===== src/rtl/pipeline_hazard_unit_pkg.sv =====
// Purpose: shared types and constants for the pipeline hazard unit.
// Holds the memory-wait FSM state enum, forwarding selects and the load encoding.
package pipeline_hazard_unit_pkg;

    typedef enum logic [1:0] {
        RUN      = 2'd0,
        MEM_WAIT = 2'd1,
        MEM_ERR  = 2'd2
    } hz_state_e;

    localparam logic [1:0] FWD_RF = 2'b00;
    localparam logic [1:0] FWD_W  = 2'b01;
    localparam logic [1:0] FWD_M  = 2'b10;

    localparam logic [1:0] RES_SRC_LOAD = 2'b01;

endpackage


===== src/rtl/pipeline_hazard_unit_forward_select.sv =====
// Purpose: operand forwarding select for one execute-stage source register.
// Ports: i_rs (E source), i_rd_m/i_rd_w + write enables, o_fwd (FWD_* select).
module forward_select
    import pipeline_hazard_unit_pkg::*;
(
    input  logic [4:0] i_rs,
    input  logic [4:0] i_rd_m,
    input  logic [4:0] i_rd_w,
    input  logic       i_reg_write_m,
    input  logic       i_reg_write_w,
    output logic [1:0] o_fwd
);

    logic w_hit_m;
    logic w_hit_w;

    // x0 is hardwired, so a write to it must never be forwarded
    assign w_hit_m = i_reg_write_m && (i_rd_m != 5'd0) && (i_rd_m == i_rs);
    assign w_hit_w = i_reg_write_w && (i_rd_w != 5'd0) && (i_rd_w == i_rs);

    // M holds the younger result, so it wins over W
    always_comb begin
        o_fwd = FWD_RF;
        if (w_hit_m) begin
            o_fwd = FWD_M;
        end else if (w_hit_w) begin
            o_fwd = FWD_W;
        end
    end

endmodule


===== src/rtl/pipeline_hazard_unit.sv =====
// Purpose: RISC-V pipeline hazard unit: forwarding, load-use stall, branch
// flush and data-memory wait/timeout FSM.
// Ports: clk, rst (sync, active-high); register ids Rs1D/Rs2D/Rs1E/Rs2E/RDE/
// RDM/RDW; RegWriteM/W, ResultSrcE, PCSrcE, MemReqM/MemAckM in;
// StallF/D/E/M, FlushD/E/W, ForwardAE/BE, MemErr out.
// Optional: HAZARD_PERF_CNT_EN adds saturating StallCnt/FlushCnt outputs.
module pipeline_hazard_unit
    import pipeline_hazard_unit_pkg::*;
#(
    parameter int MEM_TIMEOUT = 15,
    parameter int CNT_W       = 32
) (
    input  logic             clk,
    input  logic             rst,
    input  logic [4:0]       Rs1D,
    input  logic [4:0]       Rs2D,
    input  logic [4:0]       Rs1E,
    input  logic [4:0]       Rs2E,
    input  logic [4:0]       RDE,
    input  logic [4:0]       RDM,
    input  logic [4:0]       RDW,
    input  logic             RegWriteM,
    input  logic             RegWriteW,
    input  logic [1:0]       ResultSrcE,
    input  logic             PCSrcE,
    input  logic             MemReqM,
    input  logic             MemAckM,
    output logic             StallF,
    output logic             StallD,
    output logic             StallE,
    output logic             StallM,
    output logic             FlushD,
    output logic             FlushE,
    output logic             FlushW,
    output logic [1:0]       ForwardAE,
    output logic [1:0]       ForwardBE,
    output logic             MemErr
`ifdef HAZARD_PERF_CNT_EN
    ,
    output logic [CNT_W-1:0] StallCnt,
    output logic [CNT_W-1:0] FlushCnt
`endif
);

    localparam int WAIT_W = $clog2(MEM_TIMEOUT + 1);

    hz_state_e         r_state;
    hz_state_e         w_state_nxt;
    logic [WAIT_W-1:0] r_wait_cnt;
    logic [WAIT_W-1:0] w_wait_nxt;
    logic              w_mem_stall;
    logic              w_lwstall;
    logic [1:0]        w_fwd_a;
    logic [1:0]        w_fwd_b;

    forward_select u_fwd_a (
        .i_rs          (Rs1E),
        .i_rd_m        (RDM),
        .i_rd_w        (RDW),
        .i_reg_write_m (RegWriteM),
        .i_reg_write_w (RegWriteW),
        .o_fwd         (w_fwd_a)
    );

    forward_select u_fwd_b (
        .i_rs          (Rs2E),
        .i_rd_m        (RDM),
        .i_rd_w        (RDW),
        .i_reg_write_m (RegWriteM),
        .i_reg_write_w (RegWriteW),
        .o_fwd         (w_fwd_b)
    );

    assign w_lwstall = (ResultSrcE == RES_SRC_LOAD) && (RDE != 5'd0)
                    && ((RDE == Rs1D) || (RDE == Rs2D));

    always_ff @(posedge clk) begin
        if (rst) begin
            r_state    <= RUN;
            r_wait_cnt <= '0;
        end else begin
            r_state    <= w_state_nxt;
            r_wait_cnt <= w_wait_nxt;
        end
    end

    // The stall is asserted in the request cycle itself, so the M-stage
    // instruction never advances past an unacknowledged access.
    always_comb begin
        w_state_nxt = r_state;
        w_wait_nxt  = r_wait_cnt;
        w_mem_stall = 1'b0;
        case (r_state)
            RUN: begin
                if (MemReqM && !MemAckM) begin
                    w_mem_stall = 1'b1;
                    w_state_nxt = MEM_WAIT;
                    w_wait_nxt  = WAIT_W'(1);
                end
            end
            MEM_WAIT: begin
                if (MemAckM) begin
                    w_state_nxt = RUN;
                    w_wait_nxt  = '0;
                end else begin
                    w_mem_stall = 1'b1;
                    if (r_wait_cnt == WAIT_W'(MEM_TIMEOUT)) begin
                        w_state_nxt = MEM_ERR;
                    end else begin
                        w_wait_nxt = r_wait_cnt + WAIT_W'(1);
                    end
                end
            end
            MEM_ERR: begin
                w_mem_stall = 1'b1;
            end
            default: begin
                w_state_nxt = RUN;
                w_wait_nxt  = '0;
            end
        endcase
    end

    // Priority: reset, memory wait, branch flush, load-use stall
    always_comb begin
        StallF = 1'b0;
        StallD = 1'b0;
        StallE = 1'b0;
        StallM = 1'b0;
        FlushD = 1'b0;
        FlushE = 1'b0;
        FlushW = 1'b0;
        if (rst) begin
            FlushD = 1'b1;
            FlushE = 1'b1;
            FlushW = 1'b1;
        end else if (w_mem_stall) begin
            StallF = 1'b1;
            StallD = 1'b1;
            StallE = 1'b1;
            StallM = 1'b1;
            FlushW = 1'b1;
        end else if (PCSrcE) begin
            FlushD = 1'b1;
            FlushE = 1'b1;
        end else if (w_lwstall) begin
            StallF = 1'b1;
            StallD = 1'b1;
            FlushE = 1'b1;
        end
    end

    assign ForwardAE = rst ? FWD_RF : w_fwd_a;
    assign ForwardBE = rst ? FWD_RF : w_fwd_b;
    assign MemErr    = (r_state == MEM_ERR);

`ifdef HAZARD_PERF_CNT_EN
    logic [CNT_W-1:0] r_stall_cnt;
    logic [CNT_W-1:0] r_flush_cnt;

    always_ff @(posedge clk) begin
        if (rst) begin
            r_stall_cnt <= '0;
            r_flush_cnt <= '0;
        end else begin
            if (StallF && (r_stall_cnt != '1)) begin
                r_stall_cnt <= r_stall_cnt + CNT_W'(1);
            end
            if (FlushE && (r_flush_cnt != '1)) begin
                r_flush_cnt <= r_flush_cnt + CNT_W'(1);
            end
        end
    end

    assign StallCnt = r_stall_cnt;
    assign FlushCnt = r_flush_cnt;
`endif

endmodule

===== config.mk =====
export PLATFORM = sky130hd
export DESIGN_NAME = pipeline_hazard_unit
export DESIGN_NICKNAME = d
export VERILOG_FILES = /design/src/rtl/pipeline_hazard_unit_pkg.sv /design/src/rtl/pipeline_hazard_unit_forward_select.sv /design/src/rtl/pipeline_hazard_unit.sv
export SDC_FILE = /design/constraint.sdc
export NUM_CORES = 1
export LEC_CHECK = 0
export CAP_MARGIN = 20
export CORE_AREA = 2 2 51 53
export CTS_CLUSTER_DIAMETER = 100
export DETAILED_ROUTE_END_ITERATION = 16
export DIE_AREA = 0 0 53 55
export PLACE_DENSITY_LB_ADDON = 0.15
export RECOVER_POWER = 100
export SLEW_MARGIN = 15
export SYNTH_ARGS = -nofsm -noshare
export SYNTH_HDL_FRONTEND = slang
export SYNTH_SLANG_ARGS = --single-unit

===== constraint.sdc =====
create_clock -name clk -period 1.9 [get_ports clk]
set_input_delay 0.38 -clock clk [delete_from_list [all_inputs] [get_ports clk]]
set_output_delay 0.38 -clock clk [all_outputs]
set_load 0.01 [all_outputs]

==> results of run 1 <==
path summary, 6_finish.rpt:
check,cells after the start,slack (ns),to,startpoint
worst max register to register,12,-0.07,r_wait_cnt[2]$_SDFFE_PP0P_,r_state[1]$_SDFFE_PP0P_
worst max-delay path,6,-0.20,ForwardAE[0],RDW[3]
worst min-delay path,2,0.52,r_wait_cnt[0]$_SDFFE_PP0P_,r_wait_cnt[0]$_SDFFE_PP0P_
worst min register to register,2,0.52,r_wait_cnt[0]$_SDFFE_PP0P_,r_wait_cnt[0]$_SDFFE_PP0P_
power groups by stage:
stage	Clock, uW	Combinational (uW)	Sequential, uW
after floorplan	0	103	133
after global placement	0	282	135
after detailed placement	0	289	135
after CTS	123	304	133
after global routing	131	364	133
final	123	341	133
what timing repair did:
| action | in CTS | in global routing |
|---|---|---|
| endpoints found under the setup margin | 11 | 11 |
| pin swaps | 29 | 16 |
| gates resized for setup | 149 | 55 |
| setup buffers | 10 | 1 |
per-stage QoR:
stage / instances / utilization, % / TNS [ns]
6_report: 227 / 76.2 / -0.611
5_1_grt: 227 / 76.2 / -1.20
4_1_cts: 226 / 71.7 / -0.636
3_5_place_dp: 213 / 66.6 / -8.19
3_3_place_gp: 213 / 66.6 / -7.63
2_1_floorplan: 105 / - / 0
layer usage:
metal	share of wire [%]	global-route usage, %
met1	37	23.3
met2	56	44.4
met3	4.3	1.88
met4	2.5	11.5
met5	0	0
cell families after synthesis:
| group | synth area share [%] |
|---|---|
| muxes | 1.41 |
| AOI/OAI and AO/OA | 13.0 |
| DFF | 15.0 |
| adders and majority gates | 1.56 |
| and+or+nand+nor | 31.2 |
| xor gates and xnor gates | 33.9 |
| buffers and inverters | 3.91 |
state kept, by name, summed over array words and instances, names as in the netlist:
signal,count
r_wait_cnt,4
r_state,2
cells in the mapped netlist (2+ instances only):
cell type	instances
nand3_1	5
inv_1	2
nand2_1	4
nor3_1	5
nor4_1	2
or4_1	4
a21oi_1	5
nor2_1	8
xnor2_1	12
xor2_1	19
nor3b_1	2
dfxtp_1	6
o21ai_0	4
or2_2	3
nor2b_1	3
buf_4	2
area by class of cell:
| type | instances | share of cell area [%] |
|---|---|---|
| inverter | 2 | 0.416 |
| sequential | 6 | 6.87 |
| clock buffer | 3 | 1.25 |
| multi-input combinational | 93 | 47.2 |
| tap | 30 | 2.08 |
| timing repair buffer | 93 | 42.2 |
worst max-delay path, cell delays in order:
cell and delay [ns]:
buf_6 0.10, buf_6 0.11, xor2_1 0.15, or4_4 0.54, nor4_4 0.27, buf_2 0.17
==> results.ini, run 1 <==
[cells_and_area]
multiInputGateArea_um2=851
nFillCells=173
final_common_cell=buf_4
regArea_um2=124
final_cell_mix=buf_4 (29), xor2_1 (19), buf_6 (15)
syn_to_final_growth_pct=125
nNetsFinal=244
antennaDiodeCount=0
layout-drive-gt1-share_pct=52.3
final_cell_area_um2=1800

[clock_network]
clock-sinks=6
cts_buffers=3
cts_root_buf=clkbuf_4
clk_pin_slew_worst_paths_ns=0.04
holdBufCountCts=0
cts_tree=yes
cts.path.max_buffers=2
htree_num_levels=1
clk_latency_ns=0.25

[die]
dieArea_um2=2920
rows=18
ios=56
core_um2=2360
die_w_um=53
start_util_pct=33.9
die-height_um=55

[sta]
period_needed_ns=2.10
finalCritPeriodShare_pct=111
drv_slew=0
finalHoldViolations=0
fin_ws_ns=-0.201
setup_viol=10
slew_headroom_pct=73.9
fin_skew_ns=0.00657
fmax_mhz=476
worstMarginPinSlew_ns=0.391
timing.hold.ws_ns=0.517
rsz0062_at_grt=yes

[placement]
pre_cts_slack_ns=-0.992
place.gp.congestion=0.861
io_buffers=55
dp_hpwl_um=2380
place_area_um2=1580

[route]
vias=1138
first_pass_iters=4
remaining_drc_errors=0
wl_per_cell_um=15.0
drt-total-wl_um=3420
drt_iter0_drc=34
post_drt_via_cell_ratio=5.01
antenna_left=0

[logic_synthesis]
synth_largest_area_cell=xor2_1
synth_area_um2=801
syn-mean-instance-area_um2=7.63
synth-seq-area-share_pct=15.0
ys_types=35
yosysTopAreaCellShare_pct=20.8
synthCells=105
synth_edf_count=0
async_flop_share_pct=0
yosys-top-cells-area=xor2_1 (21%), dfxtp_1 (15%), xnor2_1 (13%)
yosysWarningCount=0
ys_ff_latch=6
synth.net_count=150
synth_ff_type=dfxtp_1

[power_and_ir_drop]
total_power_uw=597
p_sw_uw=207
p_sw_share_pct=34.7
total_leakage_power_uw=0.000840
power_frac_clock_pct=20.6
p_int_uw=390
seq_power_share_pct=22.2
ir_drop_mv=0.317
p_comb_share_pct=57.2
powerDensity_nw_per_um2=331

[worst_setup_path]
worstPathArrival_ns=1.72
startpoint_type=input pin
crit_fanout=2
path_class=in2out
endpoint_kind=output port
cp.required_ns=1.52

[status]
status=finished with violations
violations=negative setup slack

[grt]
grt_overflow=0
grt_usage_pct=22.3
antenna_found_initial=0
grt_pass1_vias=1175
grt_max_degree=12
grt_pass1_wl_um=4730

[flow_run]
cap_violations=0

[worst_hold_path]
hold_path.class=reg2reg

Power figures use the tool's default switching activity.
==> run 2, diff against run 1 <==
--- a/config.mk
+++ b/config.mk
@@ -10,6 +10,7 @@
 export CTS_CLUSTER_DIAMETER = 100
 export DETAILED_ROUTE_END_ITERATION = 16
 export DIE_AREA = 0 0 53 55
+export MAX_ROUTING_LAYER = met4
 export PLACE_DENSITY_LB_ADDON = 0.15
 export RECOVER_POWER = 100
 export SLEW_MARGIN = 15
==> run 2 against run 1 <==
Against the previous run: the flow still finishes with violations (negative setup slack); largest cell class unchanged; routed wire length decreased by 11%; highest routed layer unchanged; power is 4.6% lower; via count down 3.2%; setup slack gained 0.012 ns; combinational power shrank 7.0%.
==> results.ini, run 2 (same netlist as run 1, synthesis figures left out) <==
[status]
violations=negative setup slack
status=finished with violations

[route]
vias=1102
wl_per_cell_um=13.7
drt_iter0_drc=7
remaining_drc_errors=0
antenna_left=0
post_drt_via_cell_ratio=4.96
first_pass_iters=4
drt-total-wl_um=3040

[placement]
io_buffers=55
dp_hpwl_um=2260
place.gp.congestion=0.871

[cells_and_area]
reg_top3=r_wait_cnt x4, r_state x2
largest_reg_flops=4
antennaDiodeCount=0
final_common_cell=buf_4
syn_to_final_growth_pct=115
nNetsFinal=239
final_cell_mix=buf_4 (23), xor2_1 (17), buf_6 (13), clkbuf_2 (13)
multiInputGateArea_um2=835
regMostFlops=r_wait_cnt
nFillCells=184
layout-drive-gt1-share_pct=52.6
regArea_um2=121

[sta]
fin_skew_ns=0.00389
worstMarginPinSlew_ns=0.276
drv_slew=0
finalCritPeriodShare_pct=110
finalHoldViolations=0
rsz0062_at_grt=yes
fin_ws_ns=-0.189
fmax_mhz=479
slew_headroom_pct=81.4
timing.hold.ws_ns=0.508
setup_viol=7
period_needed_ns=2.09

[clock_network]
clock-sinks=6
cts_buffers=3
cts_root_buf=clkbuf_4
holdBufCountCts=0
cts.path.max_buffers=2
clk_latency_ns=0.25
clk_pin_slew_worst_paths_ns=0.04
htree_num_levels=1
cts_tree=yes

[flow_run]
cap_violations=0

[worst_setup_path]
r2r-start=r_state[1]$_SDFFE_PP0P_
worstPathArrival_ns=1.71
r2r-end=r_wait_cnt[0]$_SDFFE_PP0P_
startpoint_type=input pin
cp.required_ns=1.52
r2r_slack_ns=0.36
path_class=in2out
rr_worst_depth=5
crit_fanout=2
endpoint_kind=output port

[grt]
use_met1_pct=18.9
busiest_layer=met2
antenna_found_initial=0
grtUsageMet3_pct=0.806
grt_overflow=0
grt_usage_pct=20.1
grt_max_degree=12
use_met2_pct=42.5
grt_pass1_wl_um=4150
grt_pass1_vias=1017

[die]
die_w_um=53
start_util_pct=33.9
core_um2=2360
rows=18
ios=56
die-height_um=55
dieArea_um2=2920

[worst_hold_path]
hold_path.class=reg2reg
hp-start=r_wait_cnt[0]$_SDFFE_PP0P_
hold_path_depth=2
hold_path_end=r_wait_cnt[0]$_SDFFE_PP0P_

[power_and_ir_drop]
ir_drop_mv=0.241
total_leakage_power_uw=0.000765
total_power_uw=570
powerDensity_nw_per_um2=332

==> run 2: layout make-up <==
| type | instances | share of cell area, % |
|---|---|---|
| clock buffers | 3 | 1.31 |
| flip-flops and latches | 6 | 7.06 |
| inverters | 2 | 0.437 |
| well taps | 30 | 2.18 |
| repair buffers | 88 | 40.4 |
| multi-input cells | 93 | 48.6 |
==> run 2: power by group <==
part	internal, uW	total [uW]	leakage [uW]	switching (uW)
registers	130	133	0.0000491	3.54
clock network	71.6	120	0.0000138	48.3
logic	177	317	0.000702	140
total	378	570	0.000765	192
==> run 2: what timing repair did <==
item,4_1_cts,5_1_grt
endpoints found under the setup margin,11,10
pin swaps,23,23
resized for setup,132,65
setup buffers,5,2
==> run 2: through the flow <==
step	setup TNS [ns]	setup slack, ns	util, %	cells	area [um2]
finish	-0.599	-0.189	72.6	222	1720
floorplan	0	0.0196	-	105	808
CTS	-0.793	-0.254	69.6	221	1650
global placement	-7.61	-0.946	66.6	213	1580
global route	-0.998	-0.219	72.6	222	1720
detailed placement	-7.80	-0.995	66.6	213	1580
==> run 2: how the worst max path moves through the flow <==
stage                                  from           end  slack, ns  cells after the start
CTS                                  RDM[4]  ForwardAE[0]      -0.25                      7
global placement                     RDW[2]  ForwardAE[0]      -0.95                      6
finish                               RDM[4]  ForwardBE[0]      -0.19                      8
global route                            rst  ForwardAE[0]      -0.22                      6
detailed placement                   RDW[2]  ForwardAE[0]      -0.99                      6
floorplan           r_state[0]$_SDFFE_PP0P_        FlushE       0.02                      6
==> run 2: layer usage <==
layer	wire length, um	share of wire, %
met5	0	0
met4	60	2.0
met3	117	3.8
met2	1710	56
met1	1150	38
==> run 2: worst max-delay path, stage by stage <==
cell     delay [ns]
buf_6          0.09
or4_4          0.54
o21ai_4        0.17
buf_6          0.13
buf_6          0.08
nor3_2         0.03
nor3_2         0.12
buf_2          0.16
==> run 3, diff against run 2 <==
--- a/config.mk
+++ b/config.mk
@@ -17,3 +17,4 @@
 export SYNTH_ARGS = -nofsm -noshare
 export SYNTH_HDL_FRONTEND = slang
 export SYNTH_SLANG_ARGS = --single-unit
+export TNS_END_PERCENT = 5
==> run 3 against run 2 <==
Against the previous run: the run still ends with negative setup slack left; setup slack improved by 0.032 ns; power fell by 3.8%; combinational power fell by 7.3%; utilization fell by 2.9 points; die area did not move; clock power barely moved; worst hold slack got worse by 0.0083 ns; clock skew rose by 0.0089 ns; non-clock buffer count rose by 3; register-to-register slack got worse by 0.21 ns; sequential cell count did not move; largest cell class unchanged.
==> results.ini, run 3 (same netlist as run 1, synthesis figures left out) <==
[flow_run]
cap_violations=0

[route]
drt-total-wl_um=2950
post_drt_via_cell_ratio=5.00
wl_per_cell_um=13.1
first_pass_iters=4
drt_iter0_drc=28
remaining_drc_errors=0
antenna_left=0
vias=1124

[die]
ios=56
dieArea_um2=2920
die-height_um=55
die_w_um=53
start_util_pct=33.9
rows=18
core_um2=2360

[cells_and_area]
final_common_cell=buf_4
post-route-util_pct=69.7
antennaDiodeCount=0
final_cell_mix=buf_4 (31), xor2_1 (19), dlygate4sd2_1 (18)
nFillCells=212
layout-drive-gt1-share_pct=42.1
largest_reg_flops=4
reg_top3=r_wait_cnt x4, r_state x2
final_cells=225
syn_to_final_growth_pct=106
nNetsFinal=242
regMostFlops=r_wait_cnt

[sta]
setup_tns_ns=-0.513
finalHoldViolations=0
fmax_mhz=486
setup_viol=7
slew_headroom_pct=81.8
period_needed_ns=2.06
rsz0062_at_grt=yes
fin_ws_ns=-0.157
worstMarginPinSlew_ns=0.272
drv_slew=0
finalCritPeriodShare_pct=108
fin_skew_ns=0.0128

[placement]
place.gp.congestion=0.884
dp_hpwl_um=2350
io_buffers=55
dp_cells=212

[clock_network]
htree_num_levels=1
cts.path.max_buffers=2
clock-sinks=6
clk_pin_slew_worst_paths_ns=0.04
cts_buffers=3
cts_root_buf=clkbuf_4
clk_latency_ns=0.25
holdBufCountCts=0
cts_tree=yes

[grt]
grt_max_degree=12
grt_pass1_vias=1120
grt_usage_pct=21.5
grt_overflow=0
grt_pass1_wl_um=4490
antenna_found_initial=0

[worst_setup_path]
path_class=in2out
startpoint_type=input pin
cp.required_ns=1.52
endpoint_kind=output port
worstPathArrival_ns=1.68
crit_fanout=3

[worst_hold_path]
hold_path.class=reg2reg

[status]
violations=negative setup slack
status=finished with violations

[power_and_ir_drop]
ir_drop_mv=0.290
total_leakage_power_uw=0.000766
powerDensity_nw_per_um2=333

run 3: final cells by class:
type | instances | area (um2) | area share (%)
multi-input combinational | 93 | 739 | 44.8
inverter | 2 | 7.51 | 0.455
sequential | 6 | 120 | 7.28
tap | 30 | 37.5 | 2.28
timing repair buffer | 91 | 722 | 43.8
clock buffer | 3 | 22.5 | 1.37
run 3: what timing repair did:
| action | CTS | global route |
|---|---|---|
| gates resized for setup | 137 | 7 |
| buffers inserted | 9 | 1 |
| pin swaps | 21 | 11 |
| cloned | 0 | 0 |
| endpoints found under the setup margin | 11 | 10 |
run 3: critical path, cell delays in order:
cell     delay [ns]
buf_6          0.09
or4_4          0.53
o21ai_4        0.19
nor3_2         0.06
nor4_2         0.25
buf_2          0.17
run 3: final timing paths:
kind	startpoint	endpoint	slack, ns	cells after the start
worst max-delay path	RDM[2]	ForwardAE[0]	-0.16	6
worst min-delay path	r_wait_cnt[0]$_SDFFE_PP0P_	r_wait_cnt[0]$_SDFFE_PP0P_	0.50	2
worst max register to register	r_state[1]$_SDFFE_PP0P_	r_wait_cnt[2]$_SDFFE_PP0P_	0.15	11
worst min register to register	r_wait_cnt[0]$_SDFFE_PP0P_	r_wait_cnt[0]$_SDFFE_PP0P_	0.50	2
run 3: power breakdown:
part / internal [uW] / switching, uW
Combinational: 168 / 126
Sequential: 129 / 3.07
Clock: 71.8 / 50.7
run 3: metal layers:
metal / GRT usage, % / vias to the layer above / part of all wire, %
met3: 2.15 / 8 / 5.1
met4: 8.55 / 0 / 2.1
met1: 21.6 / 516 / 39
met2: 42.7 / 46 / 54
met5: - / - / 0
li1: - / 554 / -
run 3: through the flow:
stage | instance area, um2 | hold WS, ns | setup slack [ns] | power, uW
after floorplan | 808 | 0.464 | -0.00853 | 236
after global placement | 1570 | 0.486 | -0.886 | 415
after detailed placement | 1570 | 0.492 | -0.928 | 419
after CTS | 1650 | 0.497 | -0.160 | 548
after global routing | 1650 | 0.522 | -0.206 | 579
final | 1650 | 0.500 | -0.157 | 549
